### config.mk
export PLATFORM = sky130hd
export DESIGN_NAME = gamepad_scanner
export DESIGN_NICKNAME = d
export VERILOG_FILES = /design/src/rtl/gamepad_scanner.sv
export SDC_FILE = /design/constraint.sdc
export NUM_CORES = 1
export LEC_CHECK = 0
export CORE_ASPECT_RATIO = 1.1
export CORE_MARGIN = 2
export CORE_UTILIZATION = 50
export CTS_CLUSTER_SIZE = 10
export DETAILED_ROUTE_END_ITERATION = 12
export HOLD_SLACK_MARGIN = 0.08
export PLACE_DENSITY = 0.75
export SYNTH_ARGS = -nofsm -noshare
export SYNTH_HDL_FRONTEND = slang
export SYNTH_SLANG_ARGS = --single-unit
### constraint.sdc
create_clock -name clk -period 2.15 [get_ports clk]
set_input_delay 0.43 -clock clk [delete_from_list [all_inputs] [get_ports clk]]
set_output_delay 0.43 -clock clk [all_outputs]
set_load 0.03 [all_outputs]
### src/rtl/gamepad_scanner.sv
// gamepad_scanner: drives latch/clk/select of NES/SNES shift-register pads
// and gathers 16-bit active-high button words for N = DATA_WIDTH<<SEL_WIDTH pads.
// Ports: clk, rst (sync, high), ctrl_run; gp_sel/gp_latch/gp_clk to pads;
// gp_data from pads (active low); gp_value flat words; scan_done pulse.
module gamepad_scanner #(
  parameter int DIV        = 150,
  parameter int SEL_WIDTH  = 1,
  parameter int DATA_WIDTH = 2,
  localparam int N  = DATA_WIDTH << SEL_WIDTH,
  localparam int SL = (SEL_WIDTH > 0) ? SEL_WIDTH - 1 : 0
) (
  input  logic                  clk,
  input  logic                  rst,
  input  logic                  ctrl_run,
  output logic [SL:0]           gp_sel,
  input  logic [DATA_WIDTH-1:0] gp_data,
  output logic                  gp_latch,
  output logic                  gp_clk,
  output logic [16*N-1:0]       gp_value,
  output logic                  scan_done
);

  localparam int CW = (DIV > 1) ? $clog2(DIV) : 1;
  localparam logic [CW-1:0] CMAX = CW'(DIV - 1);
  localparam int NG = 1 << SEL_WIDTH;
  localparam logic [SL:0] SLAST = (SL+1)'(NG - 1);
  localparam logic [SL:0] SONE = (SL+1)'(1);

  typedef enum logic [2:0] {
    IDLE, SETUP, LATCH, SHIFT_LO, SHIFT_HI
  } state_e;

  state_e state_q, state_d;
  logic [CW-1:0] cnt_q, cnt_d;
  logic ph_q, ph_d;
  logic [3:0] b_q, b_d;
  logic [SL:0] s_q, s_d;
  logic [DATA_WIDTH-1:0][15:0] sr_q, sr_d;
  logic [16*N-1:0] val_q, val_d;
  logic latch_q, latch_d;
  logic pclk_q, pclk_d;
  logic done_q, done_d;
  logic tick;

  assign tick = (cnt_q == CMAX);

  always_comb begin
    state_d = state_q;
    cnt_d   = cnt_q;
    ph_d    = ph_q;
    b_d     = b_q;
    s_d     = s_q;
    sr_d    = sr_q;
    val_d   = val_q;
    done_d  = 1'b0;

    if (state_q == IDLE) cnt_d = '0;
    else if (tick) cnt_d = '0;
    else cnt_d = cnt_q + 1'b1;

    unique case (state_q)
      IDLE: begin
        if (ctrl_run) begin
          state_d = SETUP;
          s_d     = '0;
          ph_d    = 1'b0;
        end
      end
      SETUP: begin
        if (tick) begin
          ph_d = ~ph_q;
          if (ph_q) state_d = LATCH;
        end
      end
      LATCH: begin
        if (tick) begin
          ph_d = ~ph_q;
          if (ph_q) begin
            state_d = SHIFT_LO;
            b_d     = '0;
          end
        end
      end
      SHIFT_LO: begin
        if (tick) begin
          // Shift in from the top so bit 0 lands at the LSB after 16 bits.
          for (int d = 0; d < DATA_WIDTH; d++)
            sr_d[d] = {~gp_data[d], sr_q[d][15:1]};
          state_d = SHIFT_HI;
        end
      end
      SHIFT_HI: begin
        if (tick) begin
          if (b_q != 4'd15) begin
            b_d     = b_q + 1'b1;
            state_d = SHIFT_LO;
          end else begin
            for (int d = 0; d < DATA_WIDTH; d++)
              val_d[(int'(s_q)*DATA_WIDTH + d)*16 +: 16] = sr_q[d];
            if (s_q != SLAST) begin
              s_d     = s_q + SONE;
              state_d = SETUP;
            end else begin
              done_d  = 1'b1;
              s_d     = '0;
              state_d = ctrl_run ? SETUP : IDLE;
            end
          end
        end
      end
      default: state_d = IDLE;
    endcase

    latch_d = (state_d == LATCH);
    pclk_d  = (state_d != SHIFT_LO);
  end

  always_ff @(posedge clk) begin
    if (rst) begin
      state_q <= IDLE;
      cnt_q   <= '0;
      ph_q    <= 1'b0;
      b_q     <= '0;
      s_q     <= '0;
      sr_q    <= '0;
      val_q   <= '0;
      latch_q <= 1'b0;
      pclk_q  <= 1'b1;
      done_q  <= 1'b0;
    end else begin
      state_q <= state_d;
      cnt_q   <= cnt_d;
      ph_q    <= ph_d;
      b_q     <= b_d;
      s_q     <= s_d;
      sr_q    <= sr_d;
      val_q   <= val_d;
      latch_q <= latch_d;
      pclk_q  <= pclk_d;
      done_q  <= done_d;
    end
  end

  assign gp_sel    = s_q;
  assign gp_latch  = latch_q;
  assign gp_clk    = pclk_q;
  assign gp_value  = val_q;
  assign scan_done = done_q;

endmodule

### Yosys cells after proc, flatten, opt, wreduce, memory -nomap -nowiden

Index checks and enable logic that the tools add are counted.

* flip-flop bits (word level): 116
* latch bits: 0
* RAM bits: 0
* ROM bits: 0
* output and inout bits: 68
* memories kept: 0

* add/sub/neg operators: 6
* multiply operators: 0
* divide/modulo/power cells: 0
* $lt $le $gt $ge: 0
* equal/unequal tests: 15
* shift-type cells: 4
* multiplexer cells: 26
* bitwise gates (word level): 6
* reduce and logical (&&, ||, !) cells: 12

Operators with widths (number)
* $bwmux W64: 2
* $shift A16 B33 Y64 const A: 2
* $shiftx A16 B33 Y64: 2
* $neg A6 Y33: 1
* $neg A7 Y33: 1
* $mux W3: 7
* $mux W4: 4
* $pmux W3 S5: 1
* $ne A2 B2 Y1 const B: 6
* $eq A3 B2 Y1 const B: 3
* $add A8 B1 Y8 const B: 1
* $eq A8 B8 Y1 const B: 1
* $mux W1: 8
* $pmux W4 S2: 1
* $not A1 Y1: 6
* $reduce_and A3 Y1: 2
* $reduce_bool A2 Y1: 3
* $reduce_and A5 Y1: 1
* $add A4 B1 Y4 const B: 1
* $ne A4 B4 Y1 const B: 1
* $pmux W1 S2: 2
* $reduce_and A4 Y1: 1
* $reduce_or A4 Y1: 1
* $add A2 B1 Y3 const B: 1
* other kinds (10): 10

### Depth between registers and ports, before layout

* word-level depth: 6
* mapped depth: 8
* gate-level depth less buffers: 6

### Worst setup path before layout

Ideal clock, no wire load.

* path kind: reg-to-reg
* from: reg cnt_q[0]
* to: reg val_q[31] (netlist: gp_value[31])
* arrival time: 1.758 ns
* data required time: 2.080 ns
* slack: 0.321 ns
* stages on the path, launching flop included: 7
* cell sequence: dfxtp_1 > ha_1 > nand4b_1 > nor4_4 > buf_6 > nand3_1 > a21oi_1

* longest elaborated chain between the ends: 2

Ends and longest elaborated chain
* start: declaration: line 34 `logic [CW-1:0] cnt_q, cnt_d;`
* start signal: assignment: line 132 `cnt_q <= cnt_d;`
* $eq A8 B8 Y1: line 45 `assign tick = (cnt_q == CMAX);`
* $reduce_and A3 Y1 (no line)
* end signal: assignment: line 137 `val_q <= val_d;`
* end: declaration: line 39 `logic [16*N-1:0] val_q, val_d;`

Every way passes these cells.
A chain may end at the register's enable or synchronous reset.

### Final worst setup path

* from: reg s_q (netlist: gp_sel)
* to: out gp_sel

RTL lines
* start: declaration: line 37 `logic [SL:0] s_q, s_d;`
* start signal: assignment: line 124 `s_q <= '0;`
* start signal: assignment: line 135 `s_q <= s_d;`
* end: declaration: line 15 `output logic [SL:0] gp_sel,`

No word-level cell between the ends.

==> results_dict.tcl <==
set metrics [dict create \
    htree_levels 4 \
    drc 0 \
    synth_top_area_share_pct 51.0 \
    synth_cell_types 40 \
    slew_headroom_pct 59.4 \
    final_cells 725 \
    root_buffer "clkbuf_8" \
    fin_nets 606 \
    holdPathStages 2 \
    grt_pass1_wl_um 18000 \
    drt-initial-drc-count 197 \
    layout_commonest_cell "dfxtp_1" \
    worstReg2RegStart "cnt_q[0]" \
    critPathBufInv 1 \
    hold_end "sr_q[13]" \
    wl_um 10600 \
    dp_cells 693 \
    seq_power_share_pct 40.7 \
    min_period_ps 2050 \
    viasPerCell 5.70 \
    ys.flop_type "dfxtp_1" \
    place.gp.congestion 0.862 \
    crit_family "buffers and inverters" \
    synth_nets 552 \
    synth_warnings 0 \
    drtPass1Iterations 5 \
    timing.rr.end "gp_value[61]" \
    sw_frac_of_total_pct 20.8 \
    combinationalPowerShare_pct 1.2 \
    dp_hpwl_um 6380 \
    worst_path_max_delay_cell "clkdlybuf4s50_1" \
    final_cell_mix "115 x dfxtp_1, 102 x a21oi_1, 72 x nand3_1" \
    yosys_register_bits 116 \
    rows 36 \
    ys_top_cells_by_area "dfxtp_1 51%, a21oi_1 11%, nand3_1 7.9%, o21ai_0 7.5%, nand2_1 5.1%" \
    reg2reg_depth 6 \
    avgSynthCellArea_um2 8.37 \
    rsz0062_at_grt "no" \
    p_leak_uw 0.00198 \
    cpPeakStageDelay_ps 730 \
    io_pins 73 \
    syn-cell-area_um2 4550 \
    power_density_nw_per_um2 892 \
    cp_cell_sequence "clkdlybuf4s50_1" \
    tightest_slew_ps 609 \
    numCtsBuffers 17 \
    maxCapViolations 0 \
    grtUsageTotal_pct 22.5 \
    r2r_setup_slack_ps 210 \
    tns_ps 0 \
    insertion_delay_ps 510 \
    syn_inst 544 \
    grt_overflow 0 \
    grt_pass1_vias 3967 \
    postCtsHoldBufs 0 \
    port_buffers 72 \
    endpoint_kind "output port" \
    min-delay-start "rst" \
    hold_viol_final 0 \
    ant_nets 0 \
    intPower_uw 4210 \
    crit_fanout 5 \
    yosysSeqAreaShare_pct 51.0 \
    start_util_pct 51.3 \
    core-area_um2 8870 \
    die_h_um 104 \
    vias 4133 \
    die_area_um2 9890 \
    fin_hold_ws_ps 273 \
    drv_slew 0 \
    cts_tree "built" \
    grt_max_degree 88 \
    num_antenna_cells 0 \
    wl_per_cell_um 14.7 \
    fin_util_pct 67.1 \
    synth_largest_area_cell "dfxtp_1" \
    async_reset_ff_share_pct 0 \
    worst-setup-path-type "flip-flop to output port" \
    antenna_found_initial 0 \
    hold_class "input port to flip-flop" \
    cp_data_arrival_time_ps 1620 \
    switching_power_uw 1100 \
    drive_gt1_share_pct 9.33 \
    synth_edf_count 0 \
    clk_path_buf_depth 2 \
    critPathLaunchType "flip-flop" \
    fmax_ghz 0.488 \
    outcome "completed" \
    ir_drop_uv 678 \
    setup_violations 0 \
    fin_skew_ps 6.40 \
    clock-sinks 116 \
    clk_pin_slew_ps 60 \
    area_growth_pct 30.7 \
    die_w_um 95 \
    p_clk_share_pct 58.1 \
    p_total_uw 5310 \
    min_period_over_period_pct 95.3 \
    crit_required_ps 1720 \
]
## state kept, by name (all words and copies together), names as in the netlist
name / cells
state_q: 3
sr_q: 32
b_q: 4
gp_clk: 1
scan_done: 1
gp_latch: 1
cnt_q: 8
ph_q: 1
gp_sel: 1
gp_value: 64
## worst max-delay path by stage
stage	end	slack (ps)	startpoint	cells after the start
floorplan	gp_value[31]	320	cnt_q[0]	6
global placement	gp_sel	200	ctrl_run	5
detailed placement	gp_sel	150	ctrl_run	5
CTS	gp_sel	80	gp_sel	1
global route	gp_value[48]	30	cnt_q[0]	6
finish	gp_sel	100	gp_sel	1
## stage by stage
| stage | instance area (um2) | setup WS, ps |
|---|---|---|
| 2_1_floorplan | 4550 | 321 |
| 5_1_grt | 5950 | 27.2 |
| 3_3_place_gp | 5280 | 205 |
| 3_5_place_dp | 5280 | 152 |
| 6_report | 5950 | 102 |
| 4_1_cts | 5940 | 84.2 |
## what timing repair did
item / 4_1_cts / 5_1_grt
resized for setup: 0 / 3
endpoints found under the setup margin: 0 / 39
setup buffers: 0 / 0
## synthesized netlist by cell type, types with 2 or more instances
master and n:
a21oi_1 102, inv_1 4, nand4_1 4, dfxtp_1 116
o21ai_0 68, xor2_1 5, and3_1 4, nor3b_2 2
a31oi_1 3, o311ai_0 2, nor2_1 17, nand3_1 72
nand2_1 62, clkbuf_1 36, a21o_1 2, nor2b_1 2
a211oi_1 5, buf_6 6, ha_1 3, or3b_4 2
buf_2 2, xnor2_1 2, clkbuf_4 6
## power groups by stage
stage | clock (uW) | combinational, uW | sequential [uW]
after floorplan | 0 | 47.3 | 2200
after global placement | 0 | 61.3 | 2210
after detailed placement | 0 | 62.1 | 2210
after CTS | 3130 | 62.1 | 2160
after global routing | 3230 | 69.1 | 2160
final | 3090 | 62.5 | 2160
## cell type report
| cell class | instances | area [um2] |
|---|---|---|
| clock inverter | 15 | 243 |
| timing repair buffer | 85 | 848 |
| tap | 114 | 143 |
| inverter | 4 | 15.0 |
| fill | 724 | 2920 |
| sequential | 116 | 2320 |
| multi-input combinational | 374 | 1970 |
| clock buffer | 17 | 414 |
## metal layers
metal / part of all wire, % / global-route usage [%] / vias up
met5: 0 / 0 / -
met4: 1.3 / 9.73 / 0
met3: 5.8 / 5.94 / 14
met2: 50 / 36.4 / 145
met1: 43 / 28.0 / 1943
li1: - / - / 2031
## logic make-up after synthesis
group	Yosys count	share of synthesized area, %
fa+ha+maj	3	0.824
buf+inv	54	5.99
simple gates	177	19.3
compound gates	187	21.6
flops	116	51.0
xor+xnor	7	1.35
Power figures use the tool's default switching activity.
